<file path="config.mk">
export PLATFORM = sky130hd
export DESIGN_NAME = adder_tree_pipe_flat
export DESIGN_NICKNAME = d
export VERILOG_FILES = /design/src/rtl/lbm_pkg.sv /design/src/rtl/adder_tree_pipe_if.sv /design/src/rtl/adder_tree_pipe_level.sv /design/src/rtl/adder_tree_pipe.sv /design/src/flat_wrapper.sv
export SDC_FILE = /design/constraint.sdc
export NUM_CORES = 1
export LEC_CHECK = 0
export CAP_MARGIN = 20
export CORE_MARGIN = 5
export CORE_UTILIZATION = 55
export DETAILED_ROUTE_END_ITERATION = 10
export GPL_ROUTABILITY_DRIVEN = 0
export PLACE_DENSITY = 0.82
export SETUP_SLACK_MARGIN = 0.02
export SYNTH_ARGS = -nofsm -noshare
export SYNTH_HDL_FRONTEND = slang
export SYNTH_SLANG_ARGS = --single-unit
</file>
<file path="constraint.sdc">
create_clock -name clk -period 3.3 [get_ports clk]
set_clock_uncertainty 0.05 [all_clocks]
set_input_delay 0.495 -clock clk [delete_from_list [all_inputs] [get_ports clk]]
set_output_delay 0.495 -clock clk [all_outputs]
set_load 0.01 [all_outputs]
</file>
<file path="src/rtl/lbm_pkg.sv">
// Shared constants for the lattice-Boltzmann datapath: D2Q9 population count,
// default datapath width, and the level-count helper for the reduction tree.
package lbm_pkg;

  localparam int Q = 9;
  localparam int DEFAULT_DATA_WIDTH = 32;

  // Never returns 0, so a 2-input (or degenerate) tree still has one registered level.
  function automatic int clog2_min1(input int n);
    int r;
    r = 0;
    while ((1 << r) < n) r++;
    return (r < 1) ? 1 : r;
  endfunction

endpackage

</file>
<file path="src/rtl/adder_tree_pipe_if.sv">
// Valid/ready bundle around the reduction tree: operand push side and sum pop side.
interface adder_tree_pipe_if
  import lbm_pkg::*;
#(
  parameter int DATA_WIDTH = DEFAULT_DATA_WIDTH,
  parameter int NUM_INPUTS = Q
);

  logic [NUM_INPUTS*DATA_WIDTH-1:0] Din;
  logic                             in_valid;
  logic                             in_ready;
  logic [DATA_WIDTH-1:0]            Dout;
  logic                             out_valid;
  logic                             out_ready;
  logic                             ovf;

  modport master (
    output Din, in_valid, out_ready,
    input  in_ready, Dout, out_valid, ovf
  );

  modport slave (
    input  Din, in_valid, out_ready,
    output in_ready, Dout, out_valid, ovf
  );

endinterface

</file>
<file path="src/rtl/adder_tree_pipe_level.sv">
// One registered level of the reduction tree: pairwise signed adds, an odd
// trailing operand passes through sign-extended, all gated by the global advance.
module adder_tree_level
  import lbm_pkg::*;
#(
  parameter int IN_COUNT = 2,
  parameter int IN_WIDTH = 32,
  localparam int OUT_COUNT = (IN_COUNT + 1) / 2,
  localparam int OUT_WIDTH = IN_WIDTH + 1
) (
  input  logic                           clk,
  input  logic                           rst_n,
  input  logic                           adv,
  input  logic                           in_valid,
  input  logic [IN_COUNT*IN_WIDTH-1:0]   din,
  output logic                           out_valid,
  output logic [OUT_COUNT*OUT_WIDTH-1:0] dout
);

  logic [OUT_COUNT*OUT_WIDTH-1:0] sum_c;

  for (genvar i = 0; i < OUT_COUNT; i++) begin : g_lane
    logic [IN_WIDTH-1:0] a;
    assign a = din[2*i*IN_WIDTH +: IN_WIDTH];
    if (2*i + 1 < IN_COUNT) begin : g_add
      logic [IN_WIDTH-1:0] b;
      assign b = din[(2*i+1)*IN_WIDTH +: IN_WIDTH];
      assign sum_c[i*OUT_WIDTH +: OUT_WIDTH] = {a[IN_WIDTH-1], a} + {b[IN_WIDTH-1], b};
    end else begin : g_pass
      assign sum_c[i*OUT_WIDTH +: OUT_WIDTH] = {a[IN_WIDTH-1], a};
    end
  end

  always_ff @(posedge clk or negedge rst_n) begin
    if (!rst_n) begin
      out_valid <= 1'b0;
      dout      <= '0;
    end else if (adv) begin
      out_valid <= in_valid;
      dout      <= sum_c;
    end
  end

endmodule

</file>
<file path="src/rtl/adder_tree_pipe.sv">
// Pipelined N-input signed reduction adder (one sum per clock, LEVELS cycles latency).
// Define ADDER_TREE_PIPE_SAT_EN to clamp Dout on overflow instead of wrapping.
module adder_tree_pipe
  import lbm_pkg::*;
#(
  parameter int DATA_WIDTH = DEFAULT_DATA_WIDTH,
  parameter int NUM_INPUTS = Q,
  localparam int LEVELS    = clog2_min1(NUM_INPUTS)
) (
  input logic              clk,
  input logic              rst_n,
  adder_tree_pipe_if.slave bus
);

  localparam int FW = DATA_WIDTH + LEVELS;

  logic          adv;
  logic          valid_f;
  logic [FW-1:0] sum_f;
  logic [LEVELS:0] top_bits;
  logic          ovf_raw;

  // Level k carries ceil(N/2^k) operands of DATA_WIDTH+k bits.
  for (genvar k = 0; k < LEVELS; k++) begin : g_lvl
    localparam int L_IN_COUNT  = (NUM_INPUTS + (1 << k) - 1) >> k;
    localparam int L_IN_W      = DATA_WIDTH + k;
    localparam int L_OUT_COUNT = (L_IN_COUNT + 1) / 2;
    localparam int L_OUT_W     = L_IN_W + 1;

    logic [L_IN_COUNT*L_IN_W-1:0]   din;
    logic                           vin;
    logic [L_OUT_COUNT*L_OUT_W-1:0] dout;
    logic                           vout;

    if (k == 0) begin : g_first
      assign din = bus.Din;
      assign vin = bus.in_valid && adv;
    end else begin : g_next
      assign din = g_lvl[k-1].dout;
      assign vin = g_lvl[k-1].vout;
    end

    adder_tree_level #(
      .IN_COUNT (L_IN_COUNT),
      .IN_WIDTH (L_IN_W)
    ) u_level (
      .clk       (clk),
      .rst_n     (rst_n),
      .adv       (adv),
      .in_valid  (vin),
      .din       (din),
      .out_valid (vout),
      .dout      (dout)
    );
  end

  assign sum_f   = g_lvl[LEVELS-1].dout;
  assign valid_f = g_lvl[LEVELS-1].vout;

  assign adv          = !valid_f || bus.out_ready;
  assign bus.in_ready = adv;

  // The exact sum fits DATA_WIDTH only if every bit above the target sign bit matches it.
  assign top_bits = sum_f[FW-1:DATA_WIDTH-1];
  assign ovf_raw  = !((&top_bits) || !(|top_bits));

  assign bus.out_valid = valid_f;
  assign bus.ovf       = valid_f && ovf_raw;

`ifdef ADDER_TREE_PIPE_SAT_EN
  assign bus.Dout = !ovf_raw     ? sum_f[DATA_WIDTH-1:0] :
                    sum_f[FW-1]  ? {1'b1, {(DATA_WIDTH-1){1'b0}}} :
                                   {1'b0, {(DATA_WIDTH-1){1'b1}}};
`else
  assign bus.Dout = sum_f[DATA_WIDTH-1:0];
`endif

endmodule

</file>
<file path="src/flat_wrapper.sv">
// flat-port wrapper written by rule: the top's interface ports become plain ports
module adder_tree_pipe_flat import lbm_pkg::*;
#(
  parameter int DATA_WIDTH = DEFAULT_DATA_WIDTH,
  parameter int NUM_INPUTS = Q,
  localparam int LEVELS    = clog2_min1(NUM_INPUTS)
)
  (clk, rst_n, bus_Din, bus_in_valid, bus_out_ready, bus_in_ready, bus_Dout, bus_out_valid, bus_ovf);
  adder_tree_pipe_if #(.DATA_WIDTH(DATA_WIDTH), .NUM_INPUTS(NUM_INPUTS)) bus_i ();
  input logic clk;
  input logic rst_n;
  input wire logic [$bits(bus_i.Din)-1:0] bus_Din;
  input wire logic [$bits(bus_i.in_valid)-1:0] bus_in_valid;
  input wire logic [$bits(bus_i.out_ready)-1:0] bus_out_ready;
  output wire logic [$bits(bus_i.in_ready)-1:0] bus_in_ready;
  output wire logic [$bits(bus_i.Dout)-1:0] bus_Dout;
  output wire logic [$bits(bus_i.out_valid)-1:0] bus_out_valid;
  output wire logic [$bits(bus_i.ovf)-1:0] bus_ovf;
  assign bus_i.Din = bus_Din;
  assign bus_i.in_valid = bus_in_valid;
  assign bus_i.out_ready = bus_out_ready;
  assign bus_in_ready = bus_i.in_ready;
  assign bus_Dout = bus_i.Dout;
  assign bus_out_valid = bus_i.out_valid;
  assign bus_ovf = bus_i.ovf;
  adder_tree_pipe #(.DATA_WIDTH(DATA_WIDTH), .NUM_INPUTS(NUM_INPUTS)) u_core (.clk(clk), .rst_n(rst_n), .bus(bus_i));
endmodule
</file>
==> results.md <==
- Vias in the first global route: 24500
- 1st-iter DRT viols: between 1500 and 2000
- CP Capture Point: u_core.g_lvl[1].u_level.dout[61]$_DFFE_PN0N_
- Clock Tree Buf Depth: 3
- Place WS: -0.632 ns
- CP Capture Type: register
- Residual DRC: 0
- Final min period: 3.20 ns
- Layout Cells excl Fill: 4155
- Power Density: a little under 1000 nW/um2
- Post-synth net total: between 3000 and 4000
- Hold_ws: 0.418 ns
- Count of cell types in the netlist: 82
- Clk sinks: ~370
- Inserted Diodes: 0
- Synthesized area: approximately 26000 um2
- Final WS setup: 0.0973 ns
- Lkg Pwr: 15.3 nW
- Die Wd: 228 um
- CP required: 3.67 ns
- CP Cell Sequence: ha_1 > a21o_1 > a21o_1 > a2111oi_0 > a21boi_2 > nor2_1 > a2111o_1 > nand3_1 > o21bai_1 > xnor2_1 > o21ai_0
- Worst Path Max Fanout: 5
- Type of the most critical hold path: reg2reg
- Sequential share of the synthesized area: between 30 and 40%
- Die Y: 228 um
- WP data arrival: 3.57 ns
- Initial antenna violation count: 0
- Clk slew on worst S/H paths: 0.06 ns
- Final setup viols: 0
- Synth async-reset ratio: 100%
- Initial Util: 55.3%
- Layout cells sized above 1: 8.79%
- Most used cell, CP: a21o_1
- Pre-antenna DRT Iters: 6
- Cells after synthesis: 3120
- Final Hold Vio Count: 0
- Max transition margin: 58.2%
- RSZ-0062 raised after global routing: true
- Row Count: 80
- Post-synth top cells: 555 x nand2_1, 371 x dfrtp_1, 348 x a21oi_1, 275 x nor2_1, 263 x ha_1
- Htree depth: 2
- Cell depth of the worst setup path: 11
- Yosys Warn Count: 0
- Later-pin clock latency in the skew report: around 0.55 ns
- Area grow syn2layout: 24.4%
- Worst path slowest cell: a2111oi_0
- Maximum VDD drop: 0.503 mV
- TritonCTS clock tree: done
- Worst setup SP type: register
- Ys flop type: dfrtp_1
- Synth top area cells: dfrtp_1 35%, ha_1 13%, nand2_1 7.9%, a21oi_1 6.6%, a21o_1 4.7%
- Critical path type: reg2reg
- Post-synth top area cell: dfrtp_1
- Reg2Reg Depth: 11
- Max cap viols: 0
- #FFs+latches synth: approximately 370
- Final critical-path share of the clock period: 97.1%
- Number of port buffers: 326
- Final wirelength: 71600 um
- Hpwl dp: 54900 um
- GRT Residual Overflow: 0
- Wire per inst: 17.2 um
- Flop2flop setup slack: between 0.09 and 0.1 ns
- FF-to-FF Start: u_core.g_lvl[0].u_level.dout[72]$_DFFE_PN0N_
- Outcome: finished, final reports clean
- Dpl cells: 4076
- Pin count of the biggest net entering global routing: 119
- Top cell type's share of synthesized area: 35.4%
- Total die area: around 52000 um2
- Final Slew Violations: 0
- First-pass GRT wire length: 118000 um
- Post-Syn Area per Cell: 8.41 um2
- Total core area: 47400 um2
- GRT Util Overall: approximately a quarter
- EDFF count, synth: 0
- CP startpoint: u_core.g_lvl[0].u_level.dout[72]$_DFFE_PN0N_
- Power Total: 32.4 mW
- Slew @ Worst Pin: about 0.63 ns
- Final net count: 4077
- WP buf/inv: 0
- Highest clock rate: 312 MHz
- Top delay family on crit path: compound AO/OA/AOI/OAI gates
- CTS Root Cell: clkbuf_16
- Cts bufs inserted: 40
- R2R Path End: u_core.g_lvl[1].u_level.dout[61]$_DFFE_PN0N_
- CP peak stage delay: approximately 0.45 ns
- Via count: 24400
- Cell with the most instances after synthesis: nand2_1
- Num ports: 327
- Via/cell ratio: 5.86
- Detail Route Antenna Nets: 0
==> logic make-up after synthesis <==
family	count (synthesis)	share of synthesized area (%)
AOI/OAI and AO/OA	963	22.7
xor gates and xnor gates	222	7.41
adders and majority gates	271	13.1
buffers and inverters	212	3.49
DFF	371	35.4
muxes	7	0.277
and+or+nand+nor	1074	17.6
==> timing repair <==
item,4_1_cts,5_1_grt
hold buffers,1,0
endpoints found under the setup margin,6,55
resized for setup,6,45
setup buffers,4,6
endpoints found under the hold margin,60,0
pin swaps,1,28
==> cell type report <==
type,count,area [um2]
Timing Repair Buffer,500,4710
Inverter,64,248
Multi-Input combinational cell,2537,16300
Sequential cell,371,9280
Clock buffer,57,1200
Clock inverter,11,134
Tap cell,615,769
Fill cell,3716,14800
==> power breakdown <==
group | switching, mW | internal [mW] | total, mW | leakage (nW)
Sequential | 1.54 | 6.76 | 8.30 | 4.36
Clock | 1.79 | 2.74 | 4.53 | 0.664
Combinational | 11.1 | 8.43 | 19.5 | 10.3
==> layout by cell type (no fill, tap or decap), types with 24 or more instances in the layout <==
| cell | n |
|---|---|
| buf_4 | 163 |
| clkdlybuf4s50_1 | 323 |
| ha_1 | 261 |
| o21a_1 | 24 |
| nand3_1 | 52 |
| o21ai_1 | 32 |
| a31oi_1 | 24 |
| a21oi_1 | 343 |
| o21bai_1 | 31 |
| nand2_1 | 555 |
| clkbuf_16 | 41 |
| a21o_1 | 166 |
| dfrtp_1 | 371 |
| nand4_1 | 27 |
| nand2b_1 | 31 |
| nor2b_1 | 32 |
| o21ai_0 | 185 |
| xor2_1 | 108 |
| xnor2_1 | 114 |
| nor2_1 | 274 |
| inv_1 | 63 |
==> per-stage QoR <==
stage	setup TNS [ns]	cell area (um2)	util, %
after CTS	0	32400	68.2
after detailed placement	-19.48	31000	65.3
final	0	32600	68.8
after global routing	-0.309	32600	68.8
after floorplan	0	26200	-
after global placement	-14.89	31000	65.3
==> worst register-to-register path, stage by stage, from the launching register on <==
cell and delay (ns):
dfrtp_1 0.38, ha_1 0.37, a21o_1 0.21, a21o_1 0.18
a2111oi_0 0.45, a21boi_2 0.30, nor2_1 0.13, a2111o_1 0.41
nand3_1 0.11, o21bai_1 0.08, xnor2_1 0.28, o21ai_0 0.12
==> worst min-delay path by stage <==
stage,startpoint,endpoint,slack [ns],cells past startpoint
after global routing,bus_Din[266],u_core.g_lvl[0].u_level.dout[142]$_DFFE_PN0N_,0.42,3
after detailed placement,u_core.g_lvl[0].u_level.dout[133]$_DFFE_PN0N_,u_core.g_lvl[1].u_level.dout[69]$_DFFE_PN0N_,0.41,2
final,u_core.g_lvl[0].u_level.dout[133]$_DFFE_PN0N_,u_core.g_lvl[0].u_level.dout[133]$_DFFE_PN0N_,0.42,2
after floorplan,rst_n,u_core.g_lvl[0].u_level.dout[0]$_DFFE_PN0N_,0.15,0
after global placement,u_core.g_lvl[2].u_level.out_valid$_DFFE_PN0N_,u_core.g_lvl[2].u_level.out_valid$_DFFE_PN0N_,0.40,2
after CTS,bus_Din[266],u_core.g_lvl[0].u_level.dout[142]$_DFFE_PN0N_,0.41,3
==> registers in the layout, indices dropped and copies added, names as in the netlist <==
signal	flops
u_core.g_lvl.u_level.out_valid	4
u_core.g_lvl.u_level.dout	367
==> routing by layer <==
layer / GRT usage [%] / vias to the layer above / share of wire (%)
met4: 8.72 / 0 / 3.4
met3: 3.02 / 160 / 5.0
li1: - / 11700 / -
met1: 34.2 / 11600 / 43
met5: 0 / - / 0
met2: 46.2 / 830 / 49
(Power assumes the default switching activity.)
